--- config.mk ---
export PLATFORM = sky130hd
export DESIGN_NAME = gpsreceiver2_capture_flat
export DESIGN_NICKNAME = d
export VERILOG_FILES = /design/src/rtl/gpsreceiver2_pkg.sv /design/src/rtl/gpsreceiver2_capture_if.sv /design/src/rtl/gpsreceiver2_packer.sv /design/src/rtl/gpsreceiver2_capture.sv /design/src/flat_wrapper.sv
export SDC_FILE = /design/constraint.sdc
export NUM_CORES = 1
export LEC_CHECK = 0
export CAP_MARGIN = 20
export CORE_ASPECT_RATIO = 1.2
export CORE_MARGIN = 2
export CORE_UTILIZATION = 35
export DETAILED_ROUTE_END_ITERATION = 10
export HOLD_SLACK_MARGIN = 0.06
export PLACE_DENSITY = 0.6
export SETUP_SLACK_MARGIN = 0.4
export SYNTH_ARGS = -nofsm -noshare
export SYNTH_HDL_FRONTEND = slang
export SYNTH_SLANG_ARGS = --single-unit
export TNS_END_PERCENT = 20
--- constraint.sdc ---
create_clock -name gps_rec_clk -period 3.2 [get_ports gps_rec_clk]
set_clock_uncertainty 0.05 [all_clocks]
set_input_delay 0.64 -clock gps_rec_clk [delete_from_list [all_inputs] [get_ports gps_rec_clk]]
set_output_delay 0.64 -clock gps_rec_clk [all_outputs]
set_load 0.1 [all_outputs]
--- src/rtl/gpsreceiver2_pkg.sv ---
// Shared definitions for the GPS receiver capture path: FSM encoding,
// receive-buffer geometry and sample packing ratio.
package gpsreceiver2_pkg;

    localparam int RXB_ADR_W        = 11;
    localparam int RXB_DEPTH        = 2048;
    localparam int SAMPLES_PER_BYTE = 4;

    typedef enum logic [1:0] {
        ST_IDLE    = 2'd0,
        ST_CAPTURE = 2'd1,
        ST_DONE    = 2'd2
    } state_t;

endpackage

--- src/rtl/gpsreceiver2_capture_if.sv ---
// Byte-wide write port into the receive buffer.
interface gpsreceiver2_capture_if #(
    parameter int ADR_W = 11
);
    logic [7:0]       rxb0_dat;
    logic [ADR_W-1:0] rxb0_adr;
    logic             rxb0_we;

    modport master (output rxb0_dat, output rxb0_adr, output rxb0_we);
    modport slave  (input  rxb0_dat, input  rxb0_adr, input  rxb0_we);
endinterface

--- src/rtl/gpsreceiver2_packer.sv ---
// Combinational packer: shifts one 2-bit sample into the pack register and
// flags the sample that completes a byte (MSB-first, earliest sample on top).
module gpsreceiver2_packer
    import gpsreceiver2_pkg::*;
(
    input  logic [1:0] sample_i,
    input  logic       sample_vld_i,
    input  logic [5:0] shreg_i,
    input  logic [1:0] cnt_i,
    output logic [5:0] shreg_o,
    output logic [1:0] cnt_o,
    output logic [7:0] byte_o,
    output logic       byte_valid_o
);

    // Advance the pack register and sample counter on each qualified sample
    always_comb begin
        shreg_o      = shreg_i;
        cnt_o        = cnt_i;
        byte_o       = {shreg_i, sample_i};
        byte_valid_o = 1'b0;
        if (sample_vld_i) begin
            shreg_o      = {shreg_i[3:0], sample_i};
            cnt_o        = cnt_i + 2'd1;
            byte_valid_o = (cnt_i == 2'(SAMPLES_PER_BYTE - 1));
        end
    end

endmodule

--- src/rtl/gpsreceiver2_capture.sv ---
// GPS sample capture: packs 2-bit sign/magnitude samples four per byte and
// writes them sequentially into the receive buffer, one-shot or ring mode.
module gpsreceiver2_capture
    import gpsreceiver2_pkg::*;
#(
    parameter int ADR_W = RXB_ADR_W
) (
    input  logic                   gps_rec_clk,
    input  logic                   gps_rec_rst,
    input  logic                   gps_sign,
    input  logic                   gps_mag,
    input  logic                   sample_en,
    input  logic                   start,
    input  logic                   stop,
    input  logic                   continuous,
    input  logic [ADR_W:0]         cap_len,
    gpsreceiver2_capture_if.master rxb,
    output logic                   busy,
    output logic                   done,
    output logic [ADR_W-1:0]       wr_ptr,
    output logic [15:0]            wrap_cnt
);

    state_t           state_q, state_d;
    logic             cont_q, cont_d;
    logic [ADR_W:0]   len_q, len_d;
    logic [ADR_W:0]   bytes_q, bytes_d;
    logic [ADR_W-1:0] wr_ptr_q, wr_ptr_d;
    logic [15:0]      wrap_q, wrap_d;
    logic [5:0]       shreg_q, shreg_d;
    logic [1:0]       cnt_q, cnt_d;
    logic [7:0]       dat_q, dat_d;
    logic [ADR_W-1:0] adr_q, adr_d;
    logic             we_q, we_d;

    logic [5:0]       pk_shreg;
    logic [1:0]       pk_cnt;
    logic [7:0]       pk_byte;
    logic             pk_valid;
    logic             sample_vld;
    logic [ADR_W:0]   bytes_inc;

    // Samples only count while capturing
    assign sample_vld = sample_en && (state_q == ST_CAPTURE);
    assign bytes_inc  = bytes_q + (ADR_W+1)'(1);

    gpsreceiver2_packer u_packer (
        .sample_i     ({gps_sign, gps_mag}),
        .sample_vld_i (sample_vld),
        .shreg_i      (shreg_q),
        .cnt_i        (cnt_q),
        .shreg_o      (pk_shreg),
        .cnt_o        (pk_cnt),
        .byte_o       (pk_byte),
        .byte_valid_o (pk_valid)
    );

    // Next-state logic: FSM transitions, write generation, pointer and wrap counting
    always_comb begin
        state_d  = state_q;
        cont_d   = cont_q;
        len_d    = len_q;
        bytes_d  = bytes_q;
        wr_ptr_d = wr_ptr_q;
        wrap_d   = wrap_q;
        shreg_d  = shreg_q;
        cnt_d    = cnt_q;
        dat_d    = dat_q;
        adr_d    = adr_q;
        we_d     = 1'b0;

        case (state_q)
            ST_IDLE: begin
                // start wins over a coincident stop; stop alone is ignored here
                if (start) begin
                    state_d  = ST_CAPTURE;
                    cont_d   = continuous;
                    len_d    = (cap_len == '0) ? (ADR_W+1)'(1 << ADR_W) : cap_len;
                    bytes_d  = '0;
                    wr_ptr_d = '0;
                    wrap_d   = '0;
                    shreg_d  = '0;
                    cnt_d    = '0;
                end
            end
            ST_CAPTURE: begin
                shreg_d = pk_shreg;
                cnt_d   = pk_cnt;
                if (pk_valid) begin
                    we_d     = 1'b1;
                    dat_d    = pk_byte;
                    adr_d    = wr_ptr_q;
                    wr_ptr_d = wr_ptr_q + ADR_W'(1);
                    bytes_d  = bytes_inc;
                    if (cont_q && (wr_ptr_q == '1) && (wrap_q != 16'hFFFF))
                        wrap_d = wrap_q + 16'd1;
                    if (!cont_q && (bytes_inc == len_q))
                        state_d = ST_DONE;
                end
                // stop ends the capture; a completing byte above is still written
                if (stop)
                    state_d = ST_DONE;
                // leaving capture drops any partial byte
                if (state_d == ST_DONE) begin
                    shreg_d = '0;
                    cnt_d   = '0;
                end
            end
            ST_DONE: begin
                state_d = ST_IDLE;
            end
            default: begin
                state_d = ST_IDLE;
            end
        endcase
    end

    // State and datapath registers, all cleared by the asynchronous reset
    always_ff @(posedge gps_rec_clk or posedge gps_rec_rst) begin
        if (gps_rec_rst) begin
            state_q  <= ST_IDLE;
            cont_q   <= 1'b0;
            len_q    <= '0;
            bytes_q  <= '0;
            wr_ptr_q <= '0;
            wrap_q   <= '0;
            shreg_q  <= '0;
            cnt_q    <= '0;
            dat_q    <= '0;
            adr_q    <= '0;
            we_q     <= 1'b0;
        end else begin
            state_q  <= state_d;
            cont_q   <= cont_d;
            len_q    <= len_d;
            bytes_q  <= bytes_d;
            wr_ptr_q <= wr_ptr_d;
            wrap_q   <= wrap_d;
            shreg_q  <= shreg_d;
            cnt_q    <= cnt_d;
            dat_q    <= dat_d;
            adr_q    <= adr_d;
            we_q     <= we_d;
        end
    end

    assign rxb.rxb0_dat = dat_q;
    assign rxb.rxb0_adr = adr_q;
    assign rxb.rxb0_we  = we_q;
    assign busy         = (state_q == ST_CAPTURE);
    assign done         = (state_q == ST_DONE);
    assign wr_ptr       = wr_ptr_q;
    assign wrap_cnt     = wrap_q;

endmodule
--- src/flat_wrapper.sv ---
// flat-port wrapper written by rule: the top's interface ports become plain ports
module gpsreceiver2_capture_flat import gpsreceiver2_pkg::*;
#(
    parameter int ADR_W = RXB_ADR_W
)
  (gps_rec_clk, gps_rec_rst, gps_sign, gps_mag, sample_en, start, stop, continuous, cap_len, busy, done, wr_ptr, wrap_cnt, rxb_rxb0_dat, rxb_rxb0_adr, rxb_rxb0_we);
  gpsreceiver2_capture_if #(.ADR_W(ADR_W)) rxb_i ();
  input  logic gps_rec_clk;
  input  logic gps_rec_rst;
  input  logic gps_sign;
  input  logic gps_mag;
  input  logic sample_en;
  input  logic start;
  input  logic stop;
  input  logic continuous;
  input  logic [ADR_W:0] cap_len;
  output logic busy;
  output logic done;
  output logic [ADR_W-1:0] wr_ptr;
  output logic [15:0] wrap_cnt;
  output wire logic [$bits(rxb_i.rxb0_dat)-1:0] rxb_rxb0_dat;
  output wire logic [$bits(rxb_i.rxb0_adr)-1:0] rxb_rxb0_adr;
  output wire logic [$bits(rxb_i.rxb0_we)-1:0] rxb_rxb0_we;
  assign rxb_rxb0_dat = rxb_i.rxb0_dat;
  assign rxb_rxb0_adr = rxb_i.rxb0_adr;
  assign rxb_rxb0_we = rxb_i.rxb0_we;
  gpsreceiver2_capture #(.ADR_W(ADR_W)) u_core (.gps_rec_clk(gps_rec_clk), .gps_rec_rst(gps_rec_rst), .gps_sign(gps_sign), .gps_mag(gps_mag), .sample_en(sample_en), .start(start), .stop(stop), .continuous(continuous), .cap_len(cap_len), .rxb(rxb_i), .busy(busy), .done(done), .wr_ptr(wr_ptr), .wrap_cnt(wrap_cnt));
endmodule
# ---- Word-level counts from Yosys, hierarchy flattened
# Cells that the tools add are included.
dict set report totals {
  reg_bits 82
  latch_bits 0
  ram_bits 0
  rom_bits 0
  input_bits 20
  out_inout_bits 49
  wordCells 67
  memories 0
}
dict set report op_classes {
  n_addsub 4
  n_mul 0
  div_mod_pow 0
  order_cmp 0
  eq_ne 11
  shift 0
  muxes 28
  bitwise 0
  reduce_logical 13
}
# op n
set ops {}
lappend ops {{16-bit 2-to-1 mux} 3}
lappend ops {{12-bit 2-to-1 mux} 3}
lappend ops {{16-bit one-hot mux with 2 select lines} 1}
lappend ops {{12-bit one-hot mux with 2 select lines} 1}
lappend ops {{11-bit 2-to-1 mux} 2}
lappend ops {{11-bit one-hot mux with 2 select lines} 1}
lappend ops {{6-bit 2-to-1 mux} 3}
lappend ops {{16-bit by 1-bit adder with 16-bit output, second input constant} 1}
lappend ops {{2-bit 2-to-1 mux} 8}
lappend ops {{16-bit != test, second input constant} 1}
lappend ops {{12-bit by 1-bit adder with 12-bit output, second input constant} 1}
lappend ops {{12-bit equality test} 1}
lappend ops {{12-bit zero test} 1}
lappend ops {{6-bit one-hot mux with 2 select lines} 1}
lappend ops {{11-bit by 1-bit adder with 11-bit output, second input constant} 1}
lappend ops {{11-bit equality test, second input constant} 1}
lappend ops {{2-bit one-hot mux with 2 select lines} 2}
lappend ops {{2-bit equality test, second input constant} 3}
lappend ops {{3-bit AND reduction} 2}
lappend ops {{1-bit logical AND} 4}
lappend ops {{2-bit by 1-bit != test with 1-bit output, second input constant} 2}
lappend ops {{2-bit AND reduction} 2}
lappend ops {{4-bit AND reduction} 1}
lappend ops {{1-bit 2-to-1 mux} 3}
lappend ops {{7 further kinds} 7}

# ---- Longest topological paths before layout
# Gate-level depths: netlist of the first run.
dict set report logic_depth {
  ltp_word 10
  ltp_mapped 9
  ltp_nobuf 8
}

# ---- Cells and area by module
# A second synthesis of the first run with hierarchy kept.
dict set report hier_totals {
  cells_unflattened 450
  hier_area_um2 4171.5
}
# module n_inst cells_per_inst area_each_um2 seq_area_each_um2
set modules_own_cells {}
lappend modules_own_cells {gpsreceiver2_capture 1 431 3966.3 2052.0}
lappend modules_own_cells {gpsreceiver2_packer 1 19 205.2 0.0}

# ---- Worst setup path after synthesis of the first run
# OpenSTA, ideal clock, no wires.
dict set report synth_path {
  path_kind {register to register}
  from {reg u_core.wrap_q[0] (netlist: u_core.wrap_cnt[0])}
  to {reg u_core.wrap_q[8] (netlist: u_core.wrap_cnt[8])}
  setup_time_ns 0.094
  arrival_ns 2.674
  required_ns 3.056
  setup_slack_ns 0.382
  path_stages_with_launch 9
  n_path_buf 1
  period_less_slack_ns 2.818
  cell_sequence {dfrtp_1 ha_1 nand2_1 nor3_1 a311o_1 clkbuf_1 nor2_1 nand3_1 mux2i_1}
}
dict set report synth_between {
  elab_chain_len 4
  elab_cells_between_ends 8
  cone_classes {add/sub (1); eq/ne (2); mux (3); reduce/logical (2)}
}
# item line_no
set synth_lines {}
lappend synth_lines {{start, declared} gpsreceiver2_capture.sv:29} ;# logic [15:0] wrap_q, wrap_d;
lappend synth_lines {{start signal, assigned} gpsreceiver2_capture.sv:138} ;# wrap_q <= wrap_d;
lappend synth_lines {{16-bit by 1-bit adder with 16-bit output / 16-bit != test (equally long branches)} {gpsreceiver2_capture.sv:96, gpsreceiver2_capture.sv:95}}
lappend synth_lines {{16-bit 2-to-1 mux / 1-bit logical AND (equally long branches)} gpsreceiver2_capture.sv:95} ;# if (cont_q && (wr_ptr_q == '1) && (wrap_q != 16'hFFFF))
lappend synth_lines {{16-bit 2-to-1 mux / 2-bit by 1-bit != test with 1-bit output (equally long branches)} -}
lappend synth_lines {{16-bit one-hot mux with 2 select lines / 4-bit AND reduction (equally long branches)} -}
# Parallel ways exist; a longest one is shown, timed or not. The select of a mux whose other input is x is not followed.
# A chain may end at the register's enable or synchronous reset.

# ---- Final worst setup path of the first run
dict set report layout_path {
  from {reg u_core.bytes_q[0]}
  to {reg u_core.cnt_q[0]}
}
dict set report layout_between {
  elab_chain_len 10
  elab_cells_between_ends 12
  cone_classes {add/sub (1); eq/ne (3); mux (6); reduce/logical (2)}
}
# item line_no
set layout_lines {}
lappend layout_lines {{start, declared} gpsreceiver2_capture.sv:27} ;# logic [ADR_W:0] bytes_q, bytes_d;
lappend layout_lines {{start signal, assigned} gpsreceiver2_capture.sv:136} ;# bytes_q <= bytes_d;
lappend layout_lines {{12-bit by 1-bit adder with 12-bit output *} gpsreceiver2_capture.sv:45} ;# assign bytes_inc = bytes_q + (ADR_W+1)'(1);
lappend layout_lines {{12-bit equality test *} gpsreceiver2_capture.sv:97} ;# if (!cont_q && (bytes_inc == len_q))
lappend layout_lines {{1-bit logical AND *} gpsreceiver2_capture.sv:97}
lappend layout_lines {{2-bit 2-to-1 mux *} gpsreceiver2_capture.sv:97}
lappend layout_lines {{2-bit 2-to-1 mux *} gpsreceiver2_capture.sv:89} ;# if (pk_valid) begin
lappend layout_lines {{2-bit 2-to-1 mux *} gpsreceiver2_capture.sv:101} ;# if (stop)
lappend layout_lines {{2-bit 2-to-1 mux *} gpsreceiver2_capture.sv:72} ;# case (state_q)
lappend layout_lines {{2-bit equality test *} gpsreceiver2_capture.sv:104} ;# if (state_d == ST_DONE) begin
lappend layout_lines {{3-bit by 1-bit != test with 1-bit output (no source line) / 2-bit 2-to-1 mux (equally long branches)} -}
lappend layout_lines {{3-bit AND reduction (no source line) / 2-bit one-hot mux with 2 select lines (equally long branches)} -}
lappend layout_lines {{end signal, assigned} gpsreceiver2_capture.sv:140} ;# cnt_q <= cnt_d;
lappend layout_lines {{end, declared} gpsreceiver2_capture.sv:31} ;# logic [1:0] cnt_q, cnt_d;
# Mark *: on every way between the ends. The rest lies on a longest branch, timed or not. The select of a mux whose other input is x is not followed.

==> results of run 1 <==
flip-flops by register name (all words and copies together), names as in the netlist, 2 cells and up:
signal / count
u_core.bytes_q: 12
u_core.cnt_q: 2
u_core.len_q: 12
u_core.rxb.rxb0_adr: 11
u_core.rxb.rxb0_dat: 8
u_core.shreg_q: 6
u_core.state_q: 2
u_core.wr_ptr: 11
u_core.wrap_cnt: 16
area by class of cell:
| class | instances | share of cell area |
|---|---|---|
| clock inverter | 3 | 0.009136 |
| tap | 154 | 0.03802 |
| timing repair buffer | 76 | 0.1249 |
| clock buffer | 13 | 0.05136 |
| inverter | 12 | 0.009630 |
| sequential | 82 | 0.4052 |
| multi-input combinational | 328 | 0.3617 |
per-layer routing:
| layer | track usage | share of wire |
|---|---|---|
| met3 | 0.03802 | 0.039 |
| met1 | 0.2273 | 0.46 |
| met4 | 0.07095 | 0.017 |
| met2 | 0.2697 | 0.49 |
| met5 | 0 | 0 |
path summary, 6_finish.rpt:
check                                                      to  slack, ns  cells after the start
setup reg to reg                  u_core.cnt_q[0]$_DFFE_PP0P_       0.50                      7
max in group asynchronous      u_core.wrap_cnt[3]$_DFFE_PP0P_       1.77                      3
min in group asynchronous      u_core.bytes_q[10]$_DFFE_PP0P_       0.65                      2
setup / recovery                  u_core.cnt_q[0]$_DFFE_PP0P_       0.50                      7
hold / removal             u_core.rxb.rxb0_dat[6]$_DFFE_PP0P_       0.42                      2
hold reg to reg            u_core.rxb.rxb0_dat[6]$_DFFE_PP0P_       0.42                      2
power by group through the flow:
stage	Sequential, µW	Clock, µW	Combinational, µW
after floorplan	1220	0	350
after global placement	1240	0	488
after detailed placement	1240	0	498
after CTS	1220	1090	500
after global routing	1230	1130	552
final	1220	1070	500
critical path: stages (launching register included):
cell	delay, ns
dfrtp_1	0.43
ha_2	0.32
xor2_1	0.17
nor4_4	0.20
o21ai_1	0.09
or4_4	0.57
or4_4	0.56
a22o_1	0.19
stage by stage:
| step | instance area [µm²] | power, µW | setup slack (ns) | hold slack [ns] | util |
|---|---|---|---|---|---|
| after detailed placement | 4743 | 1734 | 0.002505 | 0.4155 | 0.4278 |
| final | 5067 | 2786 | 0.5027 | 0.4198 | 0.4570 |
| after floorplan | 4001 | 1573 | 0.3830 | 0.3886 | - |
| after global placement | 4743 | 1725 | 0.08461 | 0.4077 | 0.4278 |
| after CTS | 5050 | 2805 | 0.4046 | 0.4245 | 0.4554 |
| after global routing | 5067 | 2909 | 0.3955 | 0.4428 | 0.4570 |
what timing repair did:
item,4_1_cts,5_1_grt
resized for setup,0,4
gates cloned,0,0
hold endpoints to repair,0,0
setup buffers,0,0
setup endpoints to repair,5,5
pin swaps,1,0
logic make-up after synthesis:
family	after synthesis	synth area share
adder cells (fa/ha/maj)	4	0.01252
AND/OR/NAND/NOR	232	0.2661
XOR/XNOR	35	0.07671
buffers and inverters	32	0.03224
multiplexers	1	0.002505
AO/OA/AOI/OAI	56	0.09643
flip-flops	82	0.5135
cell usage in the layout, fill, tap and decap left out, types with 2 or more instances in the layout:
| cell type | netlist | layout |
|---|---|---|
| nor4_1 | 4 | 4 |
| and2_1 | 2 | 2 |
| nor2b_1 | 3 | 3 |
| dfrtp_1 | 82 | 81 |
| a22o_1 | 3 | 3 |
| clkbuf_8 | 0 | 2 |
| and3_1 | 5 | 5 |
| inv_1 | 12 | 11 |
| clkbuf_16 | 0 | 9 |
| a21oi_1 | 5 | 5 |
| buf_4 | 2 | 56 |
| nor2_1 | 28 | 27 |
| o41ai_1 | 8 | 8 |
| nand4_1 | 12 | 12 |
| o211ai_1 | 3 | 3 |
| xnor2_1 | 21 | 21 |
| o31ai_1 | 3 | 3 |
| xor2_1 | 14 | 14 |
| and4_1 | 4 | 4 |
| nand2b_1 | 4 | 4 |
| clkinvlp_4 | 0 | 2 |
| or3_1 | 2 | 2 |
| o21ai_0 | 25 | 25 |
| clkdlybuf4s50_1 | 0 | 18 |
| ha_1 | 4 | 3 |
| nor3_1 | 10 | 10 |
| nand2_1 | 134 | 134 |
| clkbuf_1 | 14 | 2 |
| or4_4 | 1 | 2 |
| nand3_1 | 15 | 15 |
==> results.cfg, run 1 <==
[worst_setup_path]
worstPathArrival_ns = 2.87
cp-startpoint = u_core.bytes_q[0]$_DFFE_PP0P_
critPathMaxFanout = 5
cp.required_ns = 3.38
r2r-start = u_core.bytes_q[0]$_DFFE_PP0P_
critPathCaptureType = register
start_kind = register
critPathKind = reg -> reg

[grt]
grt_max_degree = 62
antenna_found_initial = 0
first_global_vias = 3365
grt_pass1_wl_um = 16530
grt_overflow = 0
grtUsageTotal = 0.1715

[sta]
hold_viol = 0
worst_pin_slew_ns = 0.6471
timing.setup.tns_ns = 0
rsz0062_at_grt = false
slew_violations = 0
min_period_ns = 2.697
max_slew_margin = 0.5670
fmax_mhz = 370.7
fin_crit_sh = 0.8429
setup-violations-final = 0

[floorplan]
die_w_um = 101.5
initial_utilization = 0.3604
num_rows = 42
die_area_mm2 = 0.01229
ioPinCount = 69
core_mm2 = 0.01109
die_h_um = 121.1

[placed_design]
hpwl_um = 6684
port_buffers = 68
place.gp.congestion = 0.8268
dp.cells = 652

[layout]
synthToLayoutAreaGrowth_pct = 26.80
nets = 533
drive_gt1_frac = 0.1576
n_antenna_cell = 0
fin_cells = 668
n_fill_cell = 1097
multiInputGateArea_mm2 = 0.001833
regArea_mm2 = 0.002053

[power]
switching_share = 0.3016
internal_power_uw = 1946
clkPwrFrac = 0.383
p_seq_frac = 0.437
p_per_area_mw_per_mm2 = 549.8
vdd_drop_max_uv = 248.2
p_leak_uw = 0.002414
comb_power_share = 0.180
p_sw_uw = 840.1

[drt]
vias_per_cell = 4.999
routed-via-count = 3339
postRouteAntennaNets = 0
wl_per_cell_um = 14.69
routed_wl_um = 9814
dr.pass1.iters = 4
drc = 0
drt_iter0_markers = 176

[logic_synthesis]
ys_types = 45
syn_avg_cell_area_um2 = 9.041
synth_ff_type = dfrtp_1
synth_area_leader_cell = dfrtp_1
synth-edff-count = 0
yosys_warnings = 0
synth_top_area_share = 0.5135
synth_most_common_cell = nand2_1
synth_top_cells_by_area = dfrtp_1 51%, nand2_1 13%, xnor2_1 4.6%
syn_area_mm2 = 0.003996
ys_seq_area_frac = 0.5135
ys_ff_latch = 82
synth-async-reset-ratio = 1.000
syn-num-nets = 466
synth_common_cells = 134 x nand2_1, 82 x dfrtp_1, 28 x nor2_1, 25 x o21ai_0, 21 x xnor2_1
synthCells = 442

[cts]
cts_buffers = 9
cts_root_buffer = clkbuf_16
cts_buffer_depth = 2
cts.sinks = 82
cts_tree = yes
clkLatencyLatePin_ns = 0.34
htree_num_levels = 3
clk_pin_slew_ns = 0.06
hold_buffers = 0

[status]
outcome = finished clean

[hold_path]
hp-class = reg -> reg
min_from = u_core.shreg_q[4]$_DFFE_PP0P_

[run]
cap_viol_max_count = 0
(Power assumes the default switching activity.)
==> inputs of run 2 (changes only) <==
==> constraint.sdc (replaced) <==
create_clock -name gps_rec_clk -period 2.7 [get_ports gps_rec_clk]
set_clock_uncertainty 0.05 [all_clocks]
set_input_delay 0.54 -clock gps_rec_clk [delete_from_list [all_inputs] [get_ports gps_rec_clk]]
set_output_delay 0.54 -clock gps_rec_clk [all_outputs]
set_load 0.1 [all_outputs]
==> results.cfg, run 2 (synthesis results as in run 1) <==
[placed_design]
dp.cells = 658
hpwl_um = 6615
port_buffers = 68
place.gp.congestion = 0.8373
pre_cts_ws_ns = -0.3405

[power]
p_per_area_mw_per_mm2 = 639.8
vdd_drop_max_uv = 363.7
switching_share = 0.2971
p_leak_uw = 0.002425
comb_power_share = 0.183
p_seq_frac = 0.428
p_sw_uw = 996.9
clkPwrFrac = 0.390
internal_power_uw = 2359

[layout]
final_common_cell = nand2_1
fin_cells = 679
multiInputGateArea_mm2 = 0.001869
n_fill_cell = 1077
largest_reg_flops = 16
synthToLayoutAreaGrowth_pct = 31.25
drive_gt1_frac = 0.2305
n_antenna_cell = 0
nets = 544
final_cell_mix = 134 x nand2_1, 66 x buf_4, 59 x dfrtp_1, 26 x nor2_1, 25 x o21ai_0
regArea_mm2 = 0.002091

[worst_setup_path]
worstPathArrival_ns = 2.70
reg2reg_slack_ns = 0.18
critPathMaxFanout = 2
cp.required_ns = 2.88
critPathKind = reg -> reg
critPathCaptureType = register
reg2reg_depth = 7
rr_endpoint = u_core.cnt_q[0]$_DFFE_PP0P_
cp-startpoint = u_core.bytes_q[1]$_DFFE_PP0P_
start_kind = register
worstSetupEndpoint = u_core.cnt_q[0]$_DFFE_PP0P_
r2r-start = u_core.bytes_q[1]$_DFFE_PP0P_

[grt]
grt_overflow = 0
antenna_found_initial = 0
grt_max_degree = 83
first_global_vias = 3359
grt_pass1_wl_um = 16550
grtUsageTotal = 0.1696

[sta]
rsz0062_at_grt = true
fmax_mhz = 396.8
worst_pin_slew_ns = 0.5388
max_slew_margin = 0.6408
hold_viol = 0
min_period_ns = 2.520
slew_violations = 0
setup_slack_ns = 0.1801
fin_crit_sh = 0.9333
setup-violations-final = 0

[cts]
htree_num_levels = 3
clk_pin_slew_ns = 0.06
cts_buffer_depth = 2
clkLatencyLatePin_ns = 0.34
hold_buffers = 0
cts_root_buffer = clkbuf_16
cts_buffers = 9
cts.sinks = 82
cts_tree = yes

[floorplan]
die_h_um = 121.1
initial_utilization = 0.3604
ioPinCount = 69
die_area_mm2 = 0.01229
core_mm2 = 0.01109
num_rows = 42
die_w_um = 101.5

[drt]
wl_per_cell_um = 14.31
dr.pass1.iters = 4
drt_iter0_markers = 184
postRouteAntennaNets = 0
vias_per_cell = 5.035
drc = 0
routed-via-count = 3419
routed_wl_um = 9718

[status]
outcome = finished clean

[run]
cap_viol_max_count = 0

[hold_path]
hp-class = reg -> reg
==> run 2: cell count changes in the layout (fill, tap and decap cells not counted), moves of 3 or more <==
| cell | delta |
|---|---|
| dfrtp_4 | +4 |
| nor3_1 | -3 |
| dfrtp_2 | +18 |
| buf_4 | +10 |
| nor3_2 | +3 |
| dfrtp_1 | -22 |
==> run 2: how the worst min path moves through the flow <==
stage                                            start                                 end  slack [ns]  cells past startpoint
floorplan                u_core.shreg_q[4]$_DFFE_PP0P_  u_core.rxb.rxb0_dat[6]$_DFFE_PP0P_        0.39                      2
global placement         u_core.shreg_q[4]$_DFFE_PP0P_       u_core.shreg_q[4]$_DFFE_PP0P_        0.41                      2
detailed placement       u_core.shreg_q[4]$_DFFE_PP0P_  u_core.rxb.rxb0_dat[6]$_DFFE_PP0P_        0.41                      2
CTS                      u_core.shreg_q[4]$_DFFE_PP0P_  u_core.rxb.rxb0_dat[6]$_DFFE_PP0P_        0.43                      2
global route        u_core.rxb.rxb0_adr[3]$_DFFE_PP0P_  u_core.rxb.rxb0_adr[3]$_DFFE_PP0P_        0.45                      2
finish              u_core.rxb.rxb0_adr[7]$_DFFE_PP0P_  u_core.rxb.rxb0_adr[7]$_DFFE_PP0P_        0.42                      2
==> run 2: per-stage QoR <==
| step | utilization | power, µW | area, µm² | TNS, ns | hold WS, ns |
|---|---|---|---|---|---|
| floorplan | - | 1865 | 4055 | 0 | 0.3886 |
| global placement | 0.4378 | 2064 | 4855 | -3.478 | 0.4087 |
| detailed placement | 0.4378 | 2074 | 4855 | -4.628 | 0.4105 |
| CTS | 0.4707 | 3392 | 5219 | 0 | 0.4296 |
| global route | 0.4730 | 3528 | 5245 | 0 | 0.4461 |
| finish | 0.4730 | 3356 | 5245 | 0 | 0.4220 |
==> run 2: area by class of cell <==
cell class                 count  share of cell area
tap                          154             0.03674
sequential                    82              0.3986
inverter                      12            0.009303
multi-input combinational    328              0.3564
timing repair buffer          87              0.1381
clock buffer                   9             0.04294
clock inverter                 7             0.01789
==> run 2: per-layer routing <==
layer	global-route usage	vias to the layer above	wire, µm
met5	0	-	0
met1	0.2254	1672	4339
met2	0.2759	75	4797
met3	0.03975	18	431
met4	0.04645	0	150
li1	-	1654	-
==> run 2: critical path: stages, from the launching register on <==
cell and delay (ns):
dfrtp_1 0.42, ha_4 0.26, xor2_1 0.14, nor4_2 0.21
o21ai_1 0.11, or4_4 0.49, or4_4 0.55, a22o_1 0.19
==> run 2: timing repair <==
item | in CTS | in global routing
setup endpoints to repair | 31 | 31
resized for setup | 3 | 5
buffers inserted | 5 | 0
cloned | 0 | 0
pin swaps | 4 | 0
==> run 2: power by group through the flow <==
| stage | sequential (µW) | combinational (µW) | clock, µW |
|---|---|---|---|
| finish | 1430 | 613 | 1310 |
| global route | 1450 | 683 | 1400 |
| CTS | 1440 | 617 | 1340 |
| detailed placement | 1460 | 614 | 0 |
| global placement | 1460 | 607 | 0 |
| floorplan | 1450 | 415 | 0 |
